$ cat src/rtl/dual_issue_pkg.sv
// Shared decode helpers for the fetch-to-decode issue queue.
package dual_issue_pkg;

  localparam logic [5:0] OP_RTYPE = 6'h00;
  localparam logic [5:0] OP_J     = 6'h02;
  localparam logic [5:0] OP_JAL   = 6'h03;
  localparam logic [5:0] OP_BEQ   = 6'h04;
  localparam logic [5:0] OP_BNE   = 6'h05;
  localparam logic [5:0] OP_ADDI  = 6'h08;
  localparam logic [5:0] OP_ADDIU = 6'h09;
  localparam logic [5:0] OP_SLTI  = 6'h0A;
  localparam logic [5:0] OP_SLTIU = 6'h0B;
  localparam logic [5:0] OP_ANDI  = 6'h0C;
  localparam logic [5:0] OP_ORI   = 6'h0D;
  localparam logic [5:0] OP_XORI  = 6'h0E;
  localparam logic [5:0] OP_LUI   = 6'h0F;
  localparam logic [5:0] OP_LW    = 6'h23;
  localparam logic [5:0] OP_SW    = 6'h2B;
  localparam logic [5:0] FN_JR    = 6'h08;

  localparam logic [31:0] NOP = 32'h0;

  // One queue slot: instruction word and its PC.
  typedef struct packed {
    logic [31:0] instr;
    logic [31:0] pc;
  } q_entry_t;

  function automatic logic is_ctrl(input logic [31:0] i);
    logic [5:0] op;
    op = i[31:26];
    return (op == OP_BEQ) || (op == OP_BNE) || (op == OP_J) || (op == OP_JAL) ||
           ((op == OP_RTYPE) && (i[5:0] == FN_JR));
  endfunction

  function automatic logic is_mem(input logic [31:0] i);
    return (i[31:26] == OP_LW) || (i[31:26] == OP_SW);
  endfunction

  // Architectural register written by i; 0 when nothing is written.
  function automatic logic [4:0] dest_reg(input logic [31:0] i);
    logic [5:0] op;
    op = i[31:26];
    case (op)
      OP_RTYPE: return (i[5:0] == FN_JR) ? 5'd0 : i[15:11];
      OP_JAL:   return 5'd31;
      OP_LW, OP_ADDI, OP_ADDIU, OP_SLTI, OP_SLTIU,
      OP_ANDI, OP_ORI, OP_XORI, OP_LUI: return i[20:16];
      default:  return 5'd0;
    endcase
  endfunction

  // rt is a source operand (rs is always treated as one).
  function automatic logic reads_rt(input logic [31:0] i);
    logic [5:0] op;
    op = i[31:26];
    return (op == OP_RTYPE) || (op == OP_SW) || (op == OP_BEQ) || (op == OP_BNE);
  endfunction

endpackage

$ cat src/rtl/dual_issue_buffer_issue_pair_check.sv
// Decides whether the two oldest queued instructions can go to decode together.
module issue_pair_check
  import dual_issue_pkg::*;
(
  input  logic [31:0] h0,
  input  logic [31:0] h1,
  input  logic        h0_present,
  input  logic        h1_present,
  output logic        pair_ok
);

  logic [4:0] d0;
  logic       raw;
  logic       waw;

  // Slot 2 must not depend on or overwrite slot 1's result, and a
  // control transfer or a second memory op always forces single issue.
  always_comb begin
    d0      = dest_reg(h0);
    raw     = (d0 == h1[25:21]) || (reads_rt(h1) && (d0 == h1[20:16]));
    waw     = (d0 == dest_reg(h1));
    pair_ok = h0_present && h1_present &&
              !is_ctrl(h0) && !is_ctrl(h1) &&
              !(is_mem(h0) && is_mem(h1)) &&
              (d0 != 5'd0) && !raw && !waw;
  end

endmodule

$ cat src/rtl/dual_issue_buffer.sv
// Circular fetch queue feeding the decode slot pair, two in / up to two out.
module dual_issue_buffer
  import dual_issue_pkg::*;
#(
  parameter int DEPTH = 8,
  parameter int PTR_W = 3
) (
  input  logic        clk,
  input  logic        rst,
  input  logic        flush,
  input  logic        stall,
  input  logic        in_valid1,
  input  logic        in_valid2,
  input  logic [31:0] in_instr1,
  input  logic [31:0] in_instr2,
  input  logic [31:0] in_pc1,
  output logic        in_ready,
  output logic [31:0] instruction1,
  output logic [31:0] instruction2,
  output logic [31:0] pc1,
  output logic [31:0] pc2,
  output logic        issue_valid1,
  output logic        issue_valid2
);

  localparam logic [PTR_W:0] CNT_ZERO  = '0;
  localparam logic [PTR_W:0] CNT_ONE   = (PTR_W+1)'(1);
  localparam logic [PTR_W:0] CNT_TWO   = (PTR_W+1)'(2);
  localparam logic [PTR_W:0] READY_MAX = (PTR_W+1)'(DEPTH - 2);

  q_entry_t         mem [DEPTH];
  logic [PTR_W-1:0] wr_ptr, rd_ptr;
  logic [PTR_W:0]   count, count_nxt;
  logic [PTR_W:0]   wr_n, iss_n;
  logic             wr_en, wr_two;
  logic             h0_present, h1_present, pair_ok;
  logic             do_issue, issue_pair, issue_single;
  q_entry_t         h0, h1;

  assign h0 = mem[rd_ptr];
  assign h1 = mem[rd_ptr + PTR_W'(1)];

  assign h0_present = (count != CNT_ZERO);
  assign h1_present = (count >= CNT_TWO);

  issue_pair_check u_pair_check (
    .h0         (h0.instr),
    .h1         (h1.instr),
    .h0_present (h0_present),
    .h1_present (h1_present),
    .pair_ok    (pair_ok)
  );

  // Write/issue decisions and the net occupancy change for this cycle.
  always_comb begin
    wr_en        = in_ready && in_valid1 && !flush;
    wr_two       = wr_en && in_valid2;
    do_issue     = !stall && !flush;
    issue_pair   = do_issue && pair_ok;
    issue_single = do_issue && !pair_ok && h0_present;
    wr_n         = wr_two ? CNT_TWO : (wr_en ? CNT_ONE : CNT_ZERO);
    iss_n        = issue_pair ? CNT_TWO : (issue_single ? CNT_ONE : CNT_ZERO);
    count_nxt    = flush ? CNT_ZERO : (count + wr_n - iss_n);
  end

  // Queue storage; holds no control state so it needs no reset.
  always_ff @(posedge clk) begin
    if (wr_en)  mem[wr_ptr]              <= '{instr: in_instr1, pc: in_pc1};
    if (wr_two) mem[wr_ptr + PTR_W'(1)]  <= '{instr: in_instr2, pc: in_pc1 + 32'd4};
  end

  // Pointers, occupancy and the registered ready; flush snaps head to tail.
  always_ff @(posedge clk or negedge rst) begin
    if (!rst) begin
      wr_ptr   <= '0;
      rd_ptr   <= '0;
      count    <= '0;
      in_ready <= 1'b1;
    end else begin
      wr_ptr   <= wr_ptr + wr_n[PTR_W-1:0];
      rd_ptr   <= flush ? wr_ptr : (rd_ptr + iss_n[PTR_W-1:0]);
      count    <= count_nxt;
      in_ready <= (count_nxt <= READY_MAX);
    end
  end

  // Decode slot registers: flush clears, stall holds, otherwise pair/single/empty.
  always_ff @(posedge clk or negedge rst) begin
    if (!rst) begin
      instruction1 <= NOP;
      instruction2 <= NOP;
      pc1          <= '0;
      pc2          <= '0;
      issue_valid1 <= 1'b0;
      issue_valid2 <= 1'b0;
    end else if (flush) begin
      instruction1 <= NOP;
      instruction2 <= NOP;
      pc1          <= '0;
      pc2          <= '0;
      issue_valid1 <= 1'b0;
      issue_valid2 <= 1'b0;
    end else if (!stall) begin
      if (issue_pair) begin
        instruction1 <= h0.instr;
        instruction2 <= h1.instr;
        pc1          <= h0.pc;
        pc2          <= h1.pc;
        issue_valid1 <= 1'b1;
        issue_valid2 <= 1'b1;
      end else if (issue_single) begin
        instruction1 <= h0.instr;
        instruction2 <= NOP;
        pc1          <= h0.pc;
        pc2          <= '0;
        issue_valid1 <= 1'b1;
        issue_valid2 <= 1'b0;
      end else begin
        instruction1 <= NOP;
        instruction2 <= NOP;
        pc1          <= '0;
        pc2          <= '0;
        issue_valid1 <= 1'b0;
        issue_valid2 <= 1'b0;
      end
    end
  end

endmodule

$ cat config.mk
export PLATFORM = sky130hd
export DESIGN_NAME = dual_issue_buffer
export DESIGN_NICKNAME = d
export VERILOG_FILES = /design/src/rtl/dual_issue_pkg.sv /design/src/rtl/dual_issue_buffer_issue_pair_check.sv /design/src/rtl/dual_issue_buffer.sv
export SDC_FILE = /design/constraint.sdc
export NUM_CORES = 1
export LEC_CHECK = 0
export ABC_CLOCK_PERIOD_IN_PS = 8400
export CAP_MARGIN = 15
export CORE_MARGIN = 2
export CORE_UTILIZATION = 32
export CTS_BUF_LIST = sky130_fd_sc_hd__clkbuf_4
export DETAILED_ROUTE_END_ITERATION = 7
export PLACE_DENSITY_LB_ADDON = 0.15
export SYNTH_ARGS = -nofsm -noshare
export SYNTH_HDL_FRONTEND = slang
export SYNTH_SLANG_ARGS = --single-unit
export TNS_END_PERCENT = 5
$ cat constraint.sdc
create_clock -name clk -period 8.4 [get_ports clk]
set_clock_uncertainty 0.2 [all_clocks]
set_input_delay 1.26 -clock clk [delete_from_list [all_inputs] [get_ports clk]]
set_output_delay 1.26 -clock clk [all_outputs]
set_load 0.01 [all_outputs]
* After elaboration in Yosys (flattened, before gate mapping)
Memory sizes are Yosys's and may differ from the RTL's.
Cells that the tools add are included.
** Operators by class
- Add/sub/neg operators :: 7
- $lt $le $gt $ge :: 2
- Equality and inequality tests :: 34
- Multiplexer cells :: 35
- Reductions and logical operators :: 46
** Operators by type and width (count)
- two-way mux 32 bit :: 14
- equality test 6 x 4 -> 1 bit (second input constant) :: 18
- adder 32 x 3 -> 32 bit (second input constant) :: 1
- one-hot mux 5 bit (3 select lines) :: 2
- equality test 6 x 2 -> 1 bit (second input constant) :: 4
- equality test 6 x 3 -> 1 bit (second input constant) :: 4
- equality test 6 bit (second input constant) :: 4
- logical AND 1 bit :: 18
- OR reduction 9 bit :: 2
- equality test 5 bit :: 3
- logical OR 1 bit :: 14
- two-way mux 1 bit :: 13
- zero test 6 bit :: 2
- two-way mux 5 bit :: 2
- zero test 1 bit :: 8
- adder 3 x 1 -> 3 bit (second input constant) :: 2
- adder 3 x 2 -> 3 bit :: 2
- nonzero test 5 bit :: 1
- adder 4 x 2 -> 4 bit :: 1
- >= comparator 4 x 2 -> 1 bit (second input constant) :: 1
- <= comparator 4 x 3 -> 1 bit (second input constant) :: 1
- two-way mux 2 bit :: 2
- two-way mux 4 bit :: 1
- nonzero test 4 bit :: 1
- 3 further kinds :: 3
** Storage, ports and cells
- Flip-flop bits (word level) :: 141
- RAM bits :: 512
- Input port bits :: 102
- Output and inout bits :: 131
- Word-level logic and storage cells :: 135
- Memories kept :: 1
** Memory list
- mem :: depth 8, bits a word 64, rd ports 2, clocked after memory_dff 0, wr ports 2, RTL line dual_issue_buffer.sv:31 : q_entry_t mem [DEPTH];

* Logic depth before layout (Yosys ltp)
An unclocked memory read counts as a cell.
- Depth after elaboration :: 21
- Gate-level depth with buffers :: 25
- Depth with buffers taken out :: 19

* Modules after synthesis
From an unflattened synthesis, not the netlist that was laid out.
** Second synthesis, totals
- Cell total of the unflattened synthesis :: 3288
- Area total of the unflattened synthesis :: 36641.4 um^2
** Modules (own cells, without submodules)
- dual_issue_buffer :: instances 1, cells each 3212, area each 36029.6 um^2, seq. area each 18904.4 um^2
- issue_pair_check :: instances 1, cells each 76, area each 611.8 um^2, seq. area each 0.0 um^2

* Least setup slack after synthesis
OpenSTA, ideal clock, no wires.
- Kind :: input to register
- From :: input in_valid1
- To :: memory mem[2][0] (netlist name), enable pin
- Setup time :: 581 ps
- Data arrival time :: 6361 ps
- Data required time :: 7619 ps
- Setup slack :: 1258 ps
- Stages on the path :: 4
- Buffers on the path :: 0
- Cells stage by stage :: nand2_1 > nor2_1 > nand2_1 > o31ai_1
** RTL lines
- from (decl) :: RTL line dual_issue_buffer.sv:12 : input logic in_valid1,
- to (decl) :: RTL line dual_issue_buffer.sv:31

* Worst setup path after layout
- From :: register rd_ptr[0]
- To :: register pc2[1]
** Between the ends
- Word-level cells in the longest chain between the ends :: 17
- Elaborated cells on any way between the ends :: 77
- Those cells by class :: 1 x add/sub; 33 x eq/ne; 7 x mux; 35 x reduce/logical; 1 x memory
** RTL lines
- from (decl) :: RTL line dual_issue_buffer.sv:32 : logic [PTR_W-1:0] wr_ptr, rd_ptr;
- from (signal assigned) :: RTL line dual_issue_buffer.sv:81 : rd_ptr <= flush ? wr_ptr : (rd_ptr + iss_n[PTR_W-1:0]);
- adder 3 x 1 -> 3 bit / memory read (8 x 64 bit) (equally long branches)
- memory read (8 x 64 bit) (*)
- branches (longest 12 deep; another with OR reduction 9 bit)
- two-way mux 32 bit (*) :: RTL line dual_issue_buffer.sv:104 : if (issue_pair) begin
- two-way mux 32 bit (*) :: RTL line dual_issue_buffer.sv:103 : end else if (!stall) begin
- two-way mux 32 bit (*) :: RTL line dual_issue_buffer.sv:96 : end else if (flush) begin
- to (signal assigned) :: RTL line dual_issue_buffer.sv:108 : pc2 <= h1.pc;
- to (decl) :: RTL line dual_issue_buffer.sv:21 : output logic [31:0] pc2,
Every way passes the cells marked *. The select of a mux whose other input is x is not followed.
A chain may end at the register's enable or synchronous reset.

==> impl_metrics.env <==
export IMPL_syn_area_um2=36100
export IMPL_clkSlewWorstSetupHoldPaths_ns=0.06
export IMPL_synthAdderAreaFrac_pct=0.568
export IMPL_dr_pass1_iters=6
export IMPL_p_leak_nw=15.8
export IMPL_area_growth_pct=17.1
export IMPL_die_y_um=340
export IMPL_worstPathCellList="buf_4 -> mux4_1 -> mux2_2 -> nand4b_1 -> o311ai_4 -> o221ai_1 -> and3_1 -> or4_1 -> nor4_1 -> nand4bb_4 -> buf_4 -> buf_4 -> o21ai_0"
export IMPL_grt_start_max_net_pins=80
export IMPL_met3_usage_pct=4.18
export IMPL_grt_use_met2_pct=37.4
export IMPL_grtUsageTotal_pct=22.2
export IMPL_hpwl_um=79700
export IMPL_slowest_stage="dfrtp_4"
export IMPL_synthMuxAreaShare_pct=19.7
export IMPL_synthDistinctLibCells=65
export IMPL_final_common_cell="nand2_1"
export IMPL_regArea_um2=18900
export IMPL_status="finished clean"
export IMPL_stdcell_area_um2=42300
export IMPL_maxCapViolCount=0
export IMPL_antenna_found_initial=11
export IMPL_place_ws_ns=1.57
export IMPL_yosysWarnings=0
export IMPL_clock_fmax_mhz=147
export IMPL_place_area_um2=39900
export IMPL_wl_per_cell_um=26.0
export IMPL_post_route_period_util_pct=81.2
export IMPL_synth_nets=3210
export IMPL_start_kind="flop"
export IMPL_grt_busiest_layer="met2"
export IMPL_io_pins=233
export IMPL_grt_ovfl_total=0
export IMPL_place_gp_congestion=0.823
export IMPL_cts_root_buf="clkbuf_4"
export IMPL_min_path_type="flop to flop"
export IMPL_die_x_um=340
export IMPL_slew_violations=0
export IMPL_drive_gt1_share_pct=20.3
export IMPL_cp_top_family="buffers and inverters"
export IMPL_final_antenna_net_count=0
export IMPL_relSlewSlack_pct=24.2
export IMPL_layout_common_cells="nand2_1, edfxtp_1, clkbuf_4, mux4_2, clkdlybuf4s50_1"
export IMPL_grt_pass1_vias=26800
export IMPL_cp_end_kind="flop"
export IMPL_synth_xor_area_share_pct=5.82
export IMPL_cts_setup_buffers=0
export IMPL_fill_cells=10800
export IMPL_crit_top_cell="buf_4"
export IMPL_setup_viol=0
export IMPL_grt_pass1_wl_um=187000
export IMPL_powerDensity_nw_per_um2=331
export IMPL_finalHoldViolCount=0
export IMPL_nets=3413
export IMPL_synth_compound_area_share_pct=3.64
export IMPL_start_util_pct=32.2
export IMPL_synth_edf_count=512
export IMPL_period_needed_ns=6.82
export IMPL_clock_sinks=653
export IMPL_htreeDepth=4
export IMPL_yosys_most_used_dff="edfxtp_1"
export IMPL_cp_arrival_ns=7.45
export IMPL_ys_seq_elements=653
export IMPL_fin_ws_ns=1.58
export IMPL_routed_via_density=5.23
export IMPL_tns_ns=0
export IMPL_syn_inst=3094
export IMPL_cpPeakStageDelay_ns=0.75
export IMPL_multiInputGateArea_um2=16100
export IMPL_cp_num_buf_inv=3
export IMPL_syn_avg_cell_area_um2=11.7
export IMPL_vias=26000
export IMPL_drc=0
export IMPL_synth_top_family_by_area="multiplexers"
export IMPL_irDropWorstVdd_mv=0.350
export IMPL_cts_buffers=183
export IMPL_die_area_um2=116000
export IMPL_synth_simple_area_share_pct=14.1
export IMPL_rsz0062_at_grt="false"
export IMPL_ys_seq_area_share_pct=52.3
export IMPL_critical_path_max_fanout=46
export IMPL_clk_latency_ns=1.07
export IMPL_cts_tree="done"
export IMPL_numPortBuffers=232
export IMPL_required_ns=9.03
export IMPL_async_flop_share_pct=21.6
export IMPL_worstMarginPinSlew_ns=1.14
export IMPL_drtIter0Drc=2123
export IMPL_use_met1_pct=28.3
export IMPL_core_area_um2=112000
export IMPL_cts_buffer_depth=3
export IMPL_wl_um=129000
export IMPL_worstSetupPathType="flop to flop"
export IMPL_rows=123
[per-stage QoR]
stage	util [%]	hold slack [ns]	std cells	power (mW)
after floorplan	-	0.296	3094	8.77
after global placement	35.5	0.266	4611	11.1
after detailed placement	35.5	0.270	4611	11.2
after CTS	37.7	0.284	4954	14.2
after global routing	37.7	0.312	4955	14.7
final	37.7	0.277	4961	14.0
[repair_timing]
action                                 in CTS  in global routing
endpoints found under the hold margin       6                  0
resized for setup                           0                  0
hold buffers                                1                  0
[cells in the mapped netlist, types with 8 or more instances]
cell       count  area (µm²)
edfxtp_1     512       15400
nand3_1       19        95.1
buf_2         39         195
ha_1          10         125
o21ai_0       89         445
mux4_2       243        5470
a2111oi_0      8        70.1
nor2_1       142         533
dfrtp_1      140        3500
mux4_1         9         236
and3_1        11        68.8
mux2i_1      129        1290
o21ai_2       55         482
nor3_1        19        95.1
clkbuf_2      33         165
clkbuf_1     136         510
xnor2_1      130        1140
buf_1         63         236
xor2_1       110         963
inv_1         18        67.6
nand2_1     1073        4030
[worst reg2reg max path, stage by stage (launching register included)]
cell and delay [ns]:
dfrtp_4 0.75, buf_4 0.73, mux4_1 0.69, mux2_2 0.29
nand4b_1 0.37, o311ai_4 0.38, o221ai_1 0.33, and3_1 0.25
or4_1 0.53, nor4_1 0.31, nand4bb_4 0.22, buf_4 0.58
buf_4 0.69, o21ai_0 0.34
[layer usage]
metal,wire [µm],share of wire [%],up-vias
met4,4150,3.2,12
li1,-,-,11400
met5,67,0.052,-
met1,52700,41,13200
met3,8930,6.9,242
met2,63200,49,1069
[report_power, final]
group	leakage (nW)	internal, mW	total (mW)	switching (mW)
clock network	1.41	1.55	3.01	1.45
logic	7.81	2.81	6.53	3.73
registers	6.55	4.05	4.47	0.415
[final cells by class]
type	count	area share, %
inverters	20	0.178
well taps	1500	4.44
flip-flops and latches	653	44.7
clock buffers	258	4.58
clock inverters	84	1.08
multi-input cells	2138	38.1
repair buffers	301	6.81
diodes	7	0.0414
[sequential cells by signal, summed over array words and instances (netlist names)]
name and cells:
mem 512, instruction1 32, instruction2 32, pc1 32
pc2 32, count 4, rd_ptr 3, wr_ptr 3
in_ready 1, issue_valid1 1, issue_valid2 1
[path summary, 6_finish.rpt]
check                                              from                            to  slack (ns)  cells past startpoint
setup / recovery                    rd_ptr[0]$_DFF_PN0_            pc2[1]$_DFFE_PN0P_        1.58                     13
hold / removal             instruction1[22]$_DFFE_PN0P_  instruction1[22]$_DFFE_PN0P_        0.28                      2
setup reg to reg                    rd_ptr[0]$_DFF_PN0_            pc2[1]$_DFFE_PN0P_        1.58                     13
hold reg to reg            instruction1[22]$_DFFE_PN0P_  instruction1[22]$_DFFE_PN0P_        0.28                      2
max in group asynchronous                           rst           rd_ptr[1]$_DFF_PN0_        5.67                      3
min in group asynchronous                           rst           pc2[10]$_DFFE_PN0P_        0.66                      2
[kinds of logic (layout without fill, tap and decap cells)]
| kind of cell | count (synthesis) | after routing |
|---|---|---|
| flip-flops | 653 | 653 |
| adder cells (fa/ha/maj) | 14 | 14 |
| AND/OR/NAND/NOR | 1303 | 1303 |
| XOR/XNOR | 240 | 240 |
| other | 0 | 7 |
| multiplexers | 390 | 390 |
| AO/OA/AOI/OAI | 191 | 191 |
| buffers and inverters | 303 | 663 |
Power figures use the tool's default switching activity.
